[config.mk]
export PLATFORM = sky130hd
export DESIGN_NAME = spi_slave_core_flat
export DESIGN_NICKNAME = d
export VERILOG_FILES = /design/src/rtl/spi_slave_core_if.sv /design/src/rtl/spi_slave_core.sv /design/src/flat_wrapper.sv
export SDC_FILE = /design/constraint.sdc
export NUM_CORES = 1
export LEC_CHECK = 0
export ABC_CLOCK_PERIOD_IN_PS = 2050
export CORE_MARGIN = 8
export CORE_UTILIZATION = 57
export CTS_BUF_LIST = sky130_fd_sc_hd__clkbuf_4 sky130_fd_sc_hd__clkbuf_8
export DETAILED_ROUTE_END_ITERATION = 10
export HOLD_SLACK_MARGIN = 0.15
export PLACE_DENSITY = 0.82
export SLEW_MARGIN = 20
export SYNTH_ARGS = -nofsm -noshare
export SYNTH_HDL_FRONTEND = slang
export SYNTH_SLANG_ARGS = --single-unit
[constraint.sdc]
create_clock -name i_sys_clk -period 2.05 [get_ports i_sys_clk]
set_input_delay 0.3075 -clock i_sys_clk [delete_from_list [all_inputs] [get_ports i_sys_clk]]
set_output_delay 0.3075 -clock i_sys_clk [all_outputs]
set_load 0.1 [all_outputs]
[src/rtl/spi_slave_core_if.sv]
// Bus bundle for spi_slave_core: the byte handshake toward the command layer
// plus the four SPI pins. The core uses the slave view; the surrounding logic
// (or a bench) drives the master view.
interface spi_slave_core_if;
    logic       o_rx_data_valid;
    logic [7:0] o_rx_byte;
    logic       i_tx_data_valid;
    logic [7:0] i_tx_byte;
    logic       i_spi_sck;
    logic       o_spi_miso;
    logic       i_spi_mosi;
    logic       i_spi_cs_b;

    modport slave (
        output o_rx_data_valid,
        output o_rx_byte,
        output o_spi_miso,
        input  i_tx_data_valid,
        input  i_tx_byte,
        input  i_spi_sck,
        input  i_spi_mosi,
        input  i_spi_cs_b
    );

    modport master (
        input  o_rx_data_valid,
        input  o_rx_byte,
        input  o_spi_miso,
        output i_tx_data_valid,
        output i_tx_byte,
        output i_spi_sck,
        output i_spi_mosi,
        output i_spi_cs_b
    );
endinterface

[src/rtl/spi_slave_core.sv]
// Byte-oriented SPI mode-0 slave, MSB first. SCK/MOSI/CS_b are oversampled in
// the system clock domain; each received byte is reported with a one-cycle
// strobe and a response byte can be queued for the next byte slot.
module spi_slave_core (
    input  logic              i_sys_clk,
    input  logic              i_rst_b,
    spi_slave_core_if.slave   bus
);

    // Synchronizer and edge-history flops
    logic sck_meta_q, sck_sync_q, sck_hist_q;
    logic mosi_meta_q, mosi_sync_q;
    logic cs_meta_q, cs_sync_q;

    // Protocol state
    logic [2:0] bit_cnt_q,   bit_cnt_d;
    logic [7:0] rx_shift_q,  rx_shift_d;
    logic [7:0] rx_byte_q,   rx_byte_d;
    logic       rx_vld_q,    rx_vld_d;
    logic [7:0] tx_shift_q,  tx_shift_d;
    logic       pend_vld_q,  pend_vld_d;
    logic [7:0] pend_byte_q, pend_byte_d;

    logic       sel;
    logic       sck_rise;
    logic       sck_fall;
    logic       wrap;
    logic [7:0] rx_next;

    assign sel      = ~cs_sync_q;
    assign sck_rise =  sck_sync_q & ~sck_hist_q;
    assign sck_fall = ~sck_sync_q &  sck_hist_q;
    assign wrap     = sel & sck_rise & (bit_cnt_q == 3'd7);
    assign rx_next  = {rx_shift_q[6:0], mosi_sync_q};

    // Bring the asynchronous SPI pins into the system clock domain
    always_ff @(posedge i_sys_clk or negedge i_rst_b) begin
        if (!i_rst_b) begin
            sck_meta_q  <= 1'b0;
            sck_sync_q  <= 1'b0;
            sck_hist_q  <= 1'b0;
            mosi_meta_q <= 1'b0;
            mosi_sync_q <= 1'b0;
            cs_meta_q   <= 1'b0;
            cs_sync_q   <= 1'b0;
        end else begin
            sck_meta_q  <= bus.i_spi_sck;
            sck_sync_q  <= sck_meta_q;
            sck_hist_q  <= sck_sync_q;
            mosi_meta_q <= bus.i_spi_mosi;
            mosi_sync_q <= mosi_meta_q;
            cs_meta_q   <= bus.i_spi_cs_b;
            cs_sync_q   <= cs_meta_q;
        end
    end

    // Next-state logic for bit counting, RX assembly and TX shifting
    always_comb begin
        bit_cnt_d   = bit_cnt_q;
        rx_shift_d  = rx_shift_q;
        rx_byte_d   = rx_byte_q;
        rx_vld_d    = 1'b0;
        tx_shift_d  = tx_shift_q;
        pend_vld_d  = pend_vld_q;
        pend_byte_d = pend_byte_q;

        if (!sel) begin
            // Deselected: drop any partial byte and any queued response.
            bit_cnt_d  = 3'd0;
            tx_shift_d = 8'h00;
            pend_vld_d = 1'b0;
        end else if (sck_rise) begin
            rx_shift_d = rx_next;
            bit_cnt_d  = bit_cnt_q + 3'd1;
            if (wrap) begin
                rx_byte_d  = rx_next;
                rx_vld_d   = 1'b1;
                tx_shift_d = pend_vld_q ? pend_byte_q : 8'h00;
                pend_vld_d = 1'b0;
            end
        end else if (sck_fall && (bit_cnt_q != 3'd0)) begin
            // The fall right after a byte boundary keeps the fresh MSB in place.
            tx_shift_d = {tx_shift_q[6:0], 1'b0};
        end

        // A load strobe in the inter-byte gap goes straight to the shifter;
        // anywhere else it waits for the next boundary.
        if (bus.i_tx_data_valid) begin
            if (sel && ((bit_cnt_q == 3'd0) || wrap)) begin
                tx_shift_d = bus.i_tx_byte;
                pend_vld_d = 1'b0;
            end else begin
                pend_vld_d  = 1'b1;
                pend_byte_d = bus.i_tx_byte;
            end
        end
    end

    // Protocol state registers
    always_ff @(posedge i_sys_clk or negedge i_rst_b) begin
        if (!i_rst_b) begin
            bit_cnt_q   <= 3'd0;
            rx_shift_q  <= 8'h00;
            rx_byte_q   <= 8'h00;
            rx_vld_q    <= 1'b0;
            tx_shift_q  <= 8'h00;
            pend_vld_q  <= 1'b0;
            pend_byte_q <= 8'h00;
        end else begin
            bit_cnt_q   <= bit_cnt_d;
            rx_shift_q  <= rx_shift_d;
            rx_byte_q   <= rx_byte_d;
            rx_vld_q    <= rx_vld_d;
            tx_shift_q  <= tx_shift_d;
            pend_vld_q  <= pend_vld_d;
            pend_byte_q <= pend_byte_d;
        end
    end

    assign bus.o_rx_data_valid = rx_vld_q;
    assign bus.o_rx_byte       = rx_byte_q;
    assign bus.o_spi_miso      = sel & tx_shift_q[7];

endmodule

[src/flat_wrapper.sv]
// flat-port wrapper written by rule: the top's interface ports become plain ports
module spi_slave_core_flat 
  (i_sys_clk, i_rst_b, bus_o_rx_data_valid, bus_o_rx_byte, bus_o_spi_miso, bus_i_tx_data_valid, bus_i_tx_byte, bus_i_spi_sck, bus_i_spi_mosi, bus_i_spi_cs_b);
  spi_slave_core_if bus_i ();
  input  logic i_sys_clk;
  input  logic i_rst_b;
  output wire logic [$bits(bus_i.o_rx_data_valid)-1:0] bus_o_rx_data_valid;
  output wire logic [$bits(bus_i.o_rx_byte)-1:0] bus_o_rx_byte;
  output wire logic [$bits(bus_i.o_spi_miso)-1:0] bus_o_spi_miso;
  input wire logic [$bits(bus_i.i_tx_data_valid)-1:0] bus_i_tx_data_valid;
  input wire logic [$bits(bus_i.i_tx_byte)-1:0] bus_i_tx_byte;
  input wire logic [$bits(bus_i.i_spi_sck)-1:0] bus_i_spi_sck;
  input wire logic [$bits(bus_i.i_spi_mosi)-1:0] bus_i_spi_mosi;
  input wire logic [$bits(bus_i.i_spi_cs_b)-1:0] bus_i_spi_cs_b;
  assign bus_o_rx_data_valid = bus_i.o_rx_data_valid;
  assign bus_o_rx_byte = bus_i.o_rx_byte;
  assign bus_o_spi_miso = bus_i.o_spi_miso;
  assign bus_i.i_tx_data_valid = bus_i_tx_data_valid;
  assign bus_i.i_tx_byte = bus_i_tx_byte;
  assign bus_i.i_spi_sck = bus_i_spi_sck;
  assign bus_i.i_spi_mosi = bus_i_spi_mosi;
  assign bus_i.i_spi_cs_b = bus_i_spi_cs_b;
  spi_slave_core u_core (.i_sys_clk(i_sys_clk), .i_rst_b(i_rst_b), .bus(bus_i));
endmodule
---- After elaboration in Yosys (flattened, before gate mapping) ----
Cells that the tools add are included.
word-level totals
  bits in registers ....................... 43
  latch bits .............................. 0
  bits in writable memories ............... 0
  memory bits (read-only) ................. 0
  input bits .............................. 14
  memories ................................ 0
operators by class
  add/sub/neg operators ................... 1
  $mul .................................... 0
  div/mod/pow operators ................... 0
  $lt $le $gt $ge ......................... 0
  equal/unequal tests ..................... 1
  shift-type cells ........................ 0
  mux-type cells .......................... 17
  bitwise operators ....................... 9
  reductions and logical operators ........ 12
operators by type and width
  cell                   number
  $mux W8                7
  $reduce_bool A3 Y1     3
  $mux W1                8
  $mux W3                2
  $reduce_and A2 Y1      3
  $and A1 B1 Y1          5
  $not A1 Y1             4
  $add A3 B1 Y3 const B  1
  $eq A3 B3 Y1 const B   1
  $logic_not A3 Y1       1
  $reduce_and A3 Y1      1
  $logic_and A1 B1 Y1    2
  $reduce_bool A2 Y1     1
  $logic_or A1 B1 Y1     1

---- Logic depth before layout (Yosys ltp) ----
Gate-level depths: netlist (run 1).
  depth in word-level cells ............... 9
  mapped depth ............................ 8
  mapped depth without buffers ............ 6

---- Worst setup path after synthesis (run 1) ----
No wires, ideal clock.
  path type ............................... reg2reg
  start point ............................. register u_core.cs_sync_q
  end point ............................... register u_core.tx_shift_q[7]
  setup time .............................. 0.082 ns
  arrival time ............................ 2.319 ns
  slack ................................... -0.351 ns
  stages on the path, launching flop included .. 6
  cell sequence ........................... dfrtp_1 buf_2 buf_1 nor2_1 nand3b_1 a31oi_1
between the ends
  longest elaborated chain between the ends .. 8
ends and longest elaborated chain
  what                            RTL line               source
  from (decl)                     spi_slave_core.sv:13   logic cs_meta_q, cs_sync_q;
  from (signal assigned)          spi_slave_core.sv:53   cs_sync_q <= cs_meta_q;
  $not A1 Y1 (no line)            -
  $and A1 B1 Y1 (2 in series)     spi_slave_core.sv:33   assign wrap = sel & sck_rise & (bit_cnt_q == 3'd7);
  $mux W8                         spi_slave_core.sv:75   if (wrap) begin
  $mux W8                         spi_slave_core.sv:72   end else if (sck_rise) begin
  $mux W8                         spi_slave_core.sv:67   if (!sel) begin
  $mux W8                         spi_slave_core.sv:89   if (sel && ((bit_cnt_q == 3'd0) || wrap)) begin
  $mux W8 (*)                     spi_slave_core.sv:88   if (bus.i_tx_data_valid) begin
  named net u_core.tx_shift_d[7]  spi_slave_core.sv:20   logic [7:0] tx_shift_q, tx_shift_d;
  to (signal assigned)            spi_slave_core.sv:114  tx_shift_q <= tx_shift_d;
  to (decl)                       spi_slave_core.sv:20
Mark *: on every way through the listed nets, which the timed path passes. The rest lies on a longest branch.
A chain may end at the register's enable or synchronous reset.

---- Worst setup path in the final report (run 1) ----
  start point ............................. register u_core.bit_cnt_q[0]
  end point ............................... register u_core.tx_shift_q[7]
between the ends
  longest elaborated chain between the ends .. 7
ends and longest elaborated chain
  what                                                  RTL line                                    source
  from (decl)                                           spi_slave_core.sv:16                        logic [2:0] bit_cnt_q, bit_cnt_d;
  from (signal assigned)                                spi_slave_core.sv:110                       bit_cnt_q <= bit_cnt_d;
  $eq A3 B3 Y1 or $reduce_bool A3 Y1 (tied branches)    spi_slave_core.sv:33, spi_slave_core.sv:81
  $and A1 B1 Y1 or $logic_and A1 B1 Y1 (tied branches)  spi_slave_core.sv:33, spi_slave_core.sv:81
  $mux W8 (on tied branches)                            spi_slave_core.sv:75, spi_slave_core.sv:81
  $mux W8                                               spi_slave_core.sv:72
  $mux W8                                               spi_slave_core.sv:67
  $mux W8                                               spi_slave_core.sv:89
  $mux W8 (*)                                           spi_slave_core.sv:88
  named net u_core.tx_shift_d[7]                        spi_slave_core.sv:20
Marked as above.

==> results of run 1 <==
critical path: stages, from the launching register on:
cell,delay (ns)
dfrtp_1,0.43
ha_1,0.21
ha_1,0.20
and3b_1,0.20
o21ai_2,0.18
buf_4,0.21
a21boi_0,0.21
a31oi_1,0.10
sequential cells by signal, indices dropped and copies added, names as in the netlist:
signal                      count
u_core.pend_byte_q              8
u_core.sck_meta_q               1
u_core.bit_cnt_q                3
u_core.cs_meta_q                1
u_core.rx_shift_q               7
u_core.bus.o_rx_data_valid      1
u_core.mosi_meta_q              1
u_core.bus.o_rx_byte            8
u_core.tx_shift_q               8
u_core.cs_sync_q                1
u_core.sck_hist_q               1
u_core.sck_sync_q               1
u_core.pend_vld_q               1
u_core.mosi_sync_q              1
layout by cell type, fill, tap and decap left out, types with 3 or more instances in the layout:
cell / count
mux2i_1: 5
nor2_1: 11
buf_4: 18
o21ai_0: 8
inv_1: 9
clkbuf_4: 5
nand3_1: 8
a31oi_1: 7
ha_1: 3
nor2b_1: 3
dfrtp_1: 43
mux2_2: 23
nor3_1: 5
nand2_1: 7
clkdlybuf4s50_1: 12
cells by family (layout without fill, tap and decap cells):
kind of cell / count (synthesis) / after routing
AOI/OAI and AO/OA: 23 / 23
and+or+nand+nor: 47 / 47
adders and majority gates: 3 / 3
DFF: 43 / 43
buffers and inverters: 18 / 50
muxes: 28 / 28
xor gates and xnor gates: 1 / 1
area by class of cell:
cell class	count	area share
Timing Repair Buffer	33	0.125
Multi-Input combinational cell	102	0.335
Inverter	9	0.0146
Clock inverter	3	0.0189
Tap cell	46	0.0249
Sequential cell	43	0.465
Clock buffer	5	0.0162
repair_timing:
item | in CTS | in global routing
buffers inserted | 0 | 0
hold endpoints to repair | 43 | 0
hold buffers | 1 | 0
metrics by stage:
stage | power, µW | util | hold slack [ns] | instances
6_report | 1850 | 0.700 | 0.359 | 241
5_1_grt | 1940 | 0.700 | 0.352 | 241
4_1_cts | 1870 | 0.700 | 0.360 | 241
3_5_place_dp | 1330 | 0.672 | 0.336 | 232
3_3_place_gp | 1320 | 0.672 | 0.332 | 232
2_1_floorplan | 1220 | - | 0.0119 | 163
layer usage:
metal  global-route usage  vias to the layer above
met5                    0                        -
met4               0.0652                        0
met3               0.0620                        6
met2                0.259                       28
met1                0.164                      672
li1                     -                      631
worst paths after layout:
| kind | slack, ns | cells after the start | startpoint | endpoint |
|---|---|---|---|---|
| max | 0.20 | 7 | u_core.bit_cnt_q[0] | u_core.tx_shift_q[7] |
| min | 0.36 | 0 | u_core.cs_meta_q | u_core.cs_sync_q |
| min reg2reg | 0.36 | 0 | u_core.cs_meta_q | u_core.cs_sync_q |
| max in group asynchronous | 1.14 | 3 | i_rst_b | u_core.pend_byte_q[7] |
| min in group asynchronous | 0.54 | 3 | i_rst_b | u_core.pend_vld_q |
| max reg2reg | 0.20 | 7 | u_core.bit_cnt_q[0] | u_core.tx_shift_q[7] |
report_power, final:
group | leakage, µW | switching [µW] | internal [µW]
Clock | 0.0000452 | 275 | 257
Combinational | 0.000455 | 128 | 151
Sequential | 0.000543 | 73.7 | 963
==> metrics.yaml, run 1 <==
timing:
  worstMarginPinSlew_ns: 0.652
  period_share: 0.904
  timing.final.ws_setup_ns: 0.197
  slew-limit-headroom: 0.565
  grt_setup_unrepaired: "no"
  max_freq_mhz: 540
  maxSlewViolCount: 0
  tns_ns: 0
  setup_viol: 0
  clock_skew_ns: 0.0151
  finalHoldViolCount: 0
  min_period_ns: 1.85
logic_synthesis:
  ys_ff_latch: 43
  synth_common_cells: "dfrtp_1 (43), mux2_2 (23), nor2_1 (12)"
  syn-num-nets: 180
  synth_most_common_cell: "dfrtp_1"
  synthArstFlopShare: 1.00
  synth_xor_xnor_area_share: 0.00452
  yosys.area_share.adder: 0.0194
  synth_area_per_cell_um2: 11.9
  synth_cell_type_count: 37
  synthSimpleGateAreaFrac: 0.134
  synth_top_cell_area_share: 0.555
  synth_top_family_by_area: "multiplexers"
  ys.flop_type: "dfrtp_1"
  yosys-top-cells-area: "dfrtp_1 (56%), mux2_2 (13%), mux2i_1 (2.6%)"
  netlist_instances: 163
  synth.area.mux_share: 0.159
  synth_compound_area_frac: 0.0820
  yosysWarnings: 0
  yosys.area.top_type: "dfrtp_1"
  synth-edff-count: 0
  yosysSeqAreaShare: 0.555
  syn_area_um2: 1940
routing:
  routedWlPerCell_um: 15.6
  met1Wirelength_mm: 1.65
  highest_layer: "met4"
  drtIter0Drc: 69
  drt-total-wl_mm: 3.75
  wl_met2_mm: 1.82
  vias: 1337
  firstDrtPassIters: 4
  ant_nets: 0
  dr_wl_met3_um: 227
  avgViaCountPerCell: 5.55
  drc: 0
hold_path:
  hold_path_class: "reg2reg"
power:
  max-vdd-ir-drop_mv: 0.593
  p_per_area_nw_per_um2: 798
  p_leak_uw: 0.00104
clocking:
  clk_path_buf_depth: 2
  cts-root-buf: "clkbuf_4"
  clk_latency_ns: 0.36
  cts_resized: 0
  cts_buffers: 5
  clock_sinks: 43
  cts_tree: "yes"
  clk_pin_slew_ns: 0.12
  htree_levels: 2
run_status:
  status: "complete, no violations"
critical_path:
  crit_required_ns: 2.29
  path_class: "reg2reg"
  end_kind: "flop"
  start_kind: "flop"
  worstPathArrival_ns: 2.09
  crit_path_max_fanout: 10
die:
  fp.dieH_um: 74.3
  fp-row-count: 21
  core_um2: 3310
  dieArea_um2: 5520
  ioPinCount: 24
  die_w_um: 74.3
  start_util: 0.585
global_routing:
  grt_pass1_vias: 1461
  grt_usage: 0.153
  grt_pass1_wl_mm: 6.44
  grt_start_max_net_pins: 44
  grt_overflow_total: 0
  antenna_found_initial: 0
finish:
  final_cell_area_um2: 2320
  seqCellArea_um2: 1080
  nets: 211
  drive_gt1_frac: 0.308
  nFillCells: 250
  area_growth_pct: 19.5
  multi_input_area_um2: 777
  diodes: 0
placement:
  dp_hpwl_mm: 2.67
  dp_slack_ns: 0.207
  place_congestion: 0.799
  numPortBuffers: 23
  placed_cell_area_um2: 2220
job:
  max_cap_viol_count: 0
No activity file was read; power rests on OpenSTA's default activity.
==> inputs of run 2 (changes only) <==
--- a/config.mk
+++ b/config.mk
@@ -5,13 +5,14 @@
 export SDC_FILE = /design/constraint.sdc
 export NUM_CORES = 1
 export LEC_CHECK = 0
-export ABC_CLOCK_PERIOD_IN_PS = 2050
+export ABC_CLOCK_PERIOD_IN_PS = 1750
 export CORE_MARGIN = 8
 export CORE_UTILIZATION = 57
 export CTS_BUF_LIST = sky130_fd_sc_hd__clkbuf_4 sky130_fd_sc_hd__clkbuf_8
+export CTS_CLUSTER_SIZE = 14
 export DETAILED_ROUTE_END_ITERATION = 10
 export HOLD_SLACK_MARGIN = 0.15
-export PLACE_DENSITY = 0.82
+export PLACE_DENSITY_LB_ADDON = 0.3
 export SLEW_MARGIN = 20
 export SYNTH_ARGS = -nofsm -noshare
 export SYNTH_HDL_FRONTEND = slang
==> constraint.sdc (replaced) <==
create_clock -name i_sys_clk -period 1.75 [get_ports i_sys_clk]
set_input_delay 0.2625 -clock i_sys_clk [delete_from_list [all_inputs] [get_ports i_sys_clk]]
set_output_delay 0.2625 -clock i_sys_clk [all_outputs]
set_load 0.1 [all_outputs]
==> metrics.yaml, run 2 (synthesis gave the netlist of run 1 again) <==
run_status:
  status: "complete, but fails checks"
  violations: "negative setup slack"
routing:
  drtIter0Drc: 117
  routedWlPerCell_um: 18.2
  ant_nets: 0
  firstDrtPassIters: 4
  vias: 1422
  drt-total-wl_mm: 4.54
  avgViaCountPerCell: 5.69
  drc: 0
timing:
  min_period_ns: 1.85
  grt_setup_unrepaired: "yes"
  finalHoldViolCount: 0
  slew-limit-headroom: 0.638
  period_share: 1.06
  timing.final.ws_setup_ns: -0.104
  setup_viol: 9
  maxSlewViolCount: 0
  worstMarginPinSlew_ns: 0.544
  clock_skew_ns: 0.0141
  max_freq_mhz: 539
hold_path:
  hold_path_class: "in2reg"
  hold_end: "u_core.sck_meta_q"
  min_from: "bus_i_spi_sck"
  hold_path_depth: 1
critical_path:
  start_kind: "flop"
  crit_required_ns: 2.05
  r2r_end: "u_core.tx_shift_q[1]"
  worstPathArrival_ns: 2.15
  r2r-start: "u_core.bit_cnt_q[0]"
  r2r_setup_slack_ns: -0.10
  crit_path_max_fanout: 3
  path_class: "reg2reg"
  end_kind: "flop"
  r2r_cells: 6
power:
  p_leak_uw: 0.00116
  max-vdd-ir-drop_mv: 0.584
  total_power_uw: 2250
  sw_frac_of_total: 0.260
  clkPwrFrac: 0.275
  comb_power_share: 0.180
  power_frac_seq: 0.545
  p_sw_uw: 585
  power.internal_uw: 1660
  p_per_area_nw_per_um2: 862
global_routing:
  grt_start_max_net_pins: 23
  grt_usage: 0.174
  antenna_found_initial: 0
  grt_pass1_wl_mm: 7.18
  grt_pass1_vias: 1478
  grt_overflow_total: 0
clocking:
  cts-root-buf: "clkbuf_4"
  cts_buffers: 5
  clk_path_buf_depth: 2
  clk_latency_ns: 0.35
  clock_sinks: 43
  clk_pin_slew_ns: 0.13
  cts_tree: "yes"
  htree_levels: 2
finish:
  drive_gt1_frac: 0.373
  nFillCells: 215
  area_growth_pct: 34.6
  fin_util: 0.788
  nets: 221
  mostFrequentLayoutCells: "dfrtp_1 (42), mux2_2 (15), buf_4 (13)"
  layout_commonest_cell: "dfrtp_1"
  final_cell_area_um2: 2610
  diodes: 0
  instances_no_fill: 250
die:
  dieArea_um2: 5520
  ioPinCount: 24
  fp-row-count: 21
  core_um2: 3310
  start_util: 0.585
  die_w_um: 74.3
  fp.dieH_um: 74.3
placement:
  placed_cell_area_um2: 2360
  numPortBuffers: 23
  dp.cells: 233
  dp_hpwl_mm: 2.86
  place_congestion: 0.824
job:
  max_cap_viol_count: 0
-- run 2: cell count changes in the layout (fill, tap and decap cells not counted), moves of 2 or more --
cell / delta
nor2_4: +3
mux2_4: +8
buf_6: +4
buf_4: -5
ha_1: -3
ha_2: +2
mux2_2: -8
buf_12: +10
nor2_1: -2
-- run 2: worst max path at each step --
stage          slack, ns                    end                 from  cells past startpoint
2_1_floorplan     -0.005   u_core.tx_shift_q[1]  u_core.bit_cnt_q[0]                      7
3_3_place_gp        0.02  u_core.pend_byte_q[2]  u_core.bit_cnt_q[0]                      6
3_5_place_dp        -0.1  u_core.pend_byte_q[5]  u_core.bit_cnt_q[0]                      6
4_1_cts            -0.02   u_core.tx_shift_q[2]  u_core.bit_cnt_q[0]                      7
5_1_grt            -0.13   u_core.tx_shift_q[1]  u_core.bit_cnt_q[0]                      6
6_report           -0.10   u_core.tx_shift_q[1]  u_core.bit_cnt_q[0]                      6
-- run 2: cell type report --
cell class | instances | area, µm² | share of cell area
clock buffer | 6 | 45.0 | 0.0173
sequential | 43 | 1080 | 0.414
clock inverter | 1 | 30.0 | 0.0115
timing repair buffer | 42 | 498 | 0.191
tap | 46 | 57.6 | 0.0221
multi-input combinational | 103 | 865 | 0.331
inverter | 9 | 33.8 | 0.0129
-- run 2: per-stage QoR --
step / TNS, ns / setup WS [ns] / hold slack, ns
after floorplan: -0.00578 / -0.00514 / -0.0331
after global placement: 0 / 0.0249 / 0.267
after detailed placement: -0.797 / -0.0961 / 0.274
after CTS: -0.0362 / -0.0177 / 0.322
after global routing: -1.33 / -0.131 / 0.305
final: -0.448 / -0.104 / 0.346
-- run 2: worst max-delay path, cell delays in order, from the launching register on --
cell	delay, ns
dfrtp_1	0.42
inv_1	0.06
ha_2	0.16
nor2b_4	0.14
or3b_4	0.40
nor4_1	0.39
o32a_1	0.25
-- run 2: power groups by stage --
stage | clock network [µW] | logic [µW] | registers [µW]
2_1_floorplan | 0 | 238 | 1200
5_1_grt | 683 | 435 | 1240
4_1_cts | 638 | 380 | 1220
3_5_place_dp | 0 | 338 | 1240
3_3_place_gp | 0 | 321 | 1230
6_report | 618 | 405 | 1230
-- run 2: repair_timing --
item | CTS | global route
hold buffers | 1 | 0
gates cloned | 1 | 0
resized for setup | 17 | 7
pin swaps | 4 | 5
setup endpoints to repair | 19 | 25
setup buffers | 4 | 4
hold endpoints to repair | 21 | 0
-- run 2: metal layers --
layer / part of all wire / wire [µm] / GRT usage
met5: 0 / 0 / 0
met4: 0.038 / 172 / 0.0804
met3: 0.062 / 283 / 0.0674
met2: 0.50 / 2260 / 0.271
met1: 0.40 / 1820 / 0.206
==> inputs of run 3 (changes only) <==
--- a/config.mk
+++ b/config.mk
@@ -6,8 +6,10 @@
 export NUM_CORES = 1
 export LEC_CHECK = 0
 export ABC_CLOCK_PERIOD_IN_PS = 1750
+export CELL_PAD_IN_SITES_DETAIL_PLACEMENT = 0
+export CELL_PAD_IN_SITES_GLOBAL_PLACEMENT = 1
 export CORE_MARGIN = 8
-export CORE_UTILIZATION = 57
+export CORE_UTILIZATION = 46
 export CTS_BUF_LIST = sky130_fd_sc_hd__clkbuf_4 sky130_fd_sc_hd__clkbuf_8
 export CTS_CLUSTER_SIZE = 14
 export DETAILED_ROUTE_END_ITERATION = 10
==> metrics.yaml, run 3 (synthesis gave the netlist of run 1 again) <==
critical_path:
  crit_path_max_fanout: 5
  worstPathArrival_ns: 1.95
  start_kind: "flop"
  path_cells: "ha_2, ha_4, and3b_2, nor2_4, o21ai_4, buf_6, mux2_4"
  crit_buf_inv: 1
  cp_slowest_cell: "dfrtp_1"
  r2r_setup_slack_ns: -0.02
  slowest_delay_ns: 0.42
  critical_path.top_delay_family: "flip-flops"
  end_kind: "flop"
  path_class: "reg2reg"
  crit_required_ns: 1.93
clocking:
  clk_pin_slew_ns: 0.08
  cts_buffers: 5
  cts_tree: "yes"
  clock_sinks: 43
  cts-root-buf: "clkbuf_8"
  htree_levels: 2
  clk_latency_ns: 0.29
  clk_path_buf_depth: 2
routing:
  avgViaCountPerCell: 5.20
  routedWlPerCell_um: 15.6
  ant_nets: 0
  drtIter0Drc: 50
  vias: 1346
  drc: 0
  drt-total-wl_mm: 4.05
  firstDrtPassIters: 4
finish:
  area_growth_pct: 36.7
  layout_commonest_cell: "dfrtp_1"
  nets: 225
  fin_util: 0.658
  instances_no_fill: 259
  diodes: 0
  mostFrequentLayoutCells: "dfrtp_1 (42), buf_4 (19), mux2_2 (15)"
  nFillCells: 303
  drive_gt1_frac: 0.392
placement:
  dp_hpwl_mm: 2.63
  dp_slack_ns: -0.0620
  place_congestion: 0.814
  dp.cells: 239
  numPortBuffers: 23
global_routing:
  grt_overflow_total: 0
  grt_usage: 0.133
  met1_usage: 0.158
  grt_pass1_vias: 1439
  grt_pass1_wl_mm: 6.73
  met2_usage: 0.216
  antenna_found_initial: 0
  busiest_layer: "met2"
  grt_start_max_net_pins: 27
  use_met3: 0.0497
timing:
  setup_viol: 8
  maxSlewViolCount: 0
  min_period_ns: 1.77
  timing.final.ws_setup_ns: -0.0173
  finalHoldViolCount: 0
  slew-limit-headroom: 0.612
  clock_skew_ns: 0.00816
  period_share: 1.01
  worstMarginPinSlew_ns: 0.582
  grt_setup_unrepaired: "yes"
  max_freq_mhz: 566
  timing.hold.ws_ns: 0.356
job:
  max_cap_viol_count: 0
die:
  ioPinCount: 24
  fp-row-count: 23
  start_util: 0.481
  die_w_um: 80.9
  core_um2: 4030
  fp.dieH_um: 80.9
  dieArea_um2: 6550
hold_path:
  hold_path_class: "reg2reg"
run_status:
  status: "complete, but fails checks"
  violations: "negative setup slack"
power:
  p_leak_uw: 0.00118
  p_per_area_nw_per_um2: 844
  max-vdd-ir-drop_mv: 0.487
run 3: cell count changes in the layout (fill, tap and decap cells not counted), sizes merged:
cell,delta
nor2,-1
bufinv,-1
clkinvlp,+1
buf,+5
clkinv,+1
run 3: cell type report:
cell class / count / area, µm² / share of cell area
clock buffers: 6 / 76.3 / 0.0288
clock inverters: 2 / 12.5 / 0.00472
inverters: 9 / 33.8 / 0.0127
multi-input cells: 102 / 856 / 0.323
flip-flops and latches: 43 / 1080 / 0.407
well taps: 50 / 62.6 / 0.0236
repair buffers: 47 / 532 / 0.201
run 3: worst register-to-register path, cell delays in order (launching register included):
cell	delay, ns
dfrtp_1	0.42
ha_2	0.21
ha_4	0.16
and3b_2	0.25
nor2_4	0.11
o21ai_4	0.07
buf_6	0.15
mux2_4	0.30
run 3: per-stage QoR:
step | area (µm²) | setup TNS, ns | total power [µW]
finish | 2650 | -0.0627 | 2240
global route | 2650 | -0.289 | 2360
CTS | 2600 | -0.0105 | 2240
detailed placement | 2370 | -0.502 | 1570
global placement | 2370 | -0.112 | 1560
floorplan | 1950 | -0.00578 | 1440
run 3: routing by layer:
metal / vias to the layer above / wire length, µm
li1: 652 / -
met1: 666 / 1840
met2: 24 / 1990
met3: 4 / 183
met4: 0 / 36
met5: - / 0
run 3: report_power, final:
| part | internal, µW | switching [µW] |
|---|---|---|
| registers | 1130 | 89.2 |
| logic | 224 | 164 |
| clock network | 294 | 334 |
| total | 1650 | 587 |
run 3: worst paths after layout:
check                                     from               endpoint  depth (start not counted)
min in group asynchronous              i_rst_b  u_core.pend_byte_q[7]                          2
hold reg to reg              u_core.sck_meta_q      u_core.sck_sync_q                          0
setup reg to reg           u_core.bit_cnt_q[1]  u_core.pend_byte_q[3]                          7
max in group asynchronous              i_rst_b   u_core.rx_shift_q[1]                          3
setup / recovery           u_core.bit_cnt_q[1]  u_core.pend_byte_q[3]                          7
hold / removal               u_core.sck_meta_q      u_core.sck_sync_q                          0
run 3: what timing repair did:
item | in CTS | in global routing
setup endpoints to repair | 17 | 21
hold buffers | 1 | 0
endpoints found under the hold margin | 24 | 0
resized for setup | 10 | 12
pin swaps | 6 | 8
buffers inserted | 10 | 1
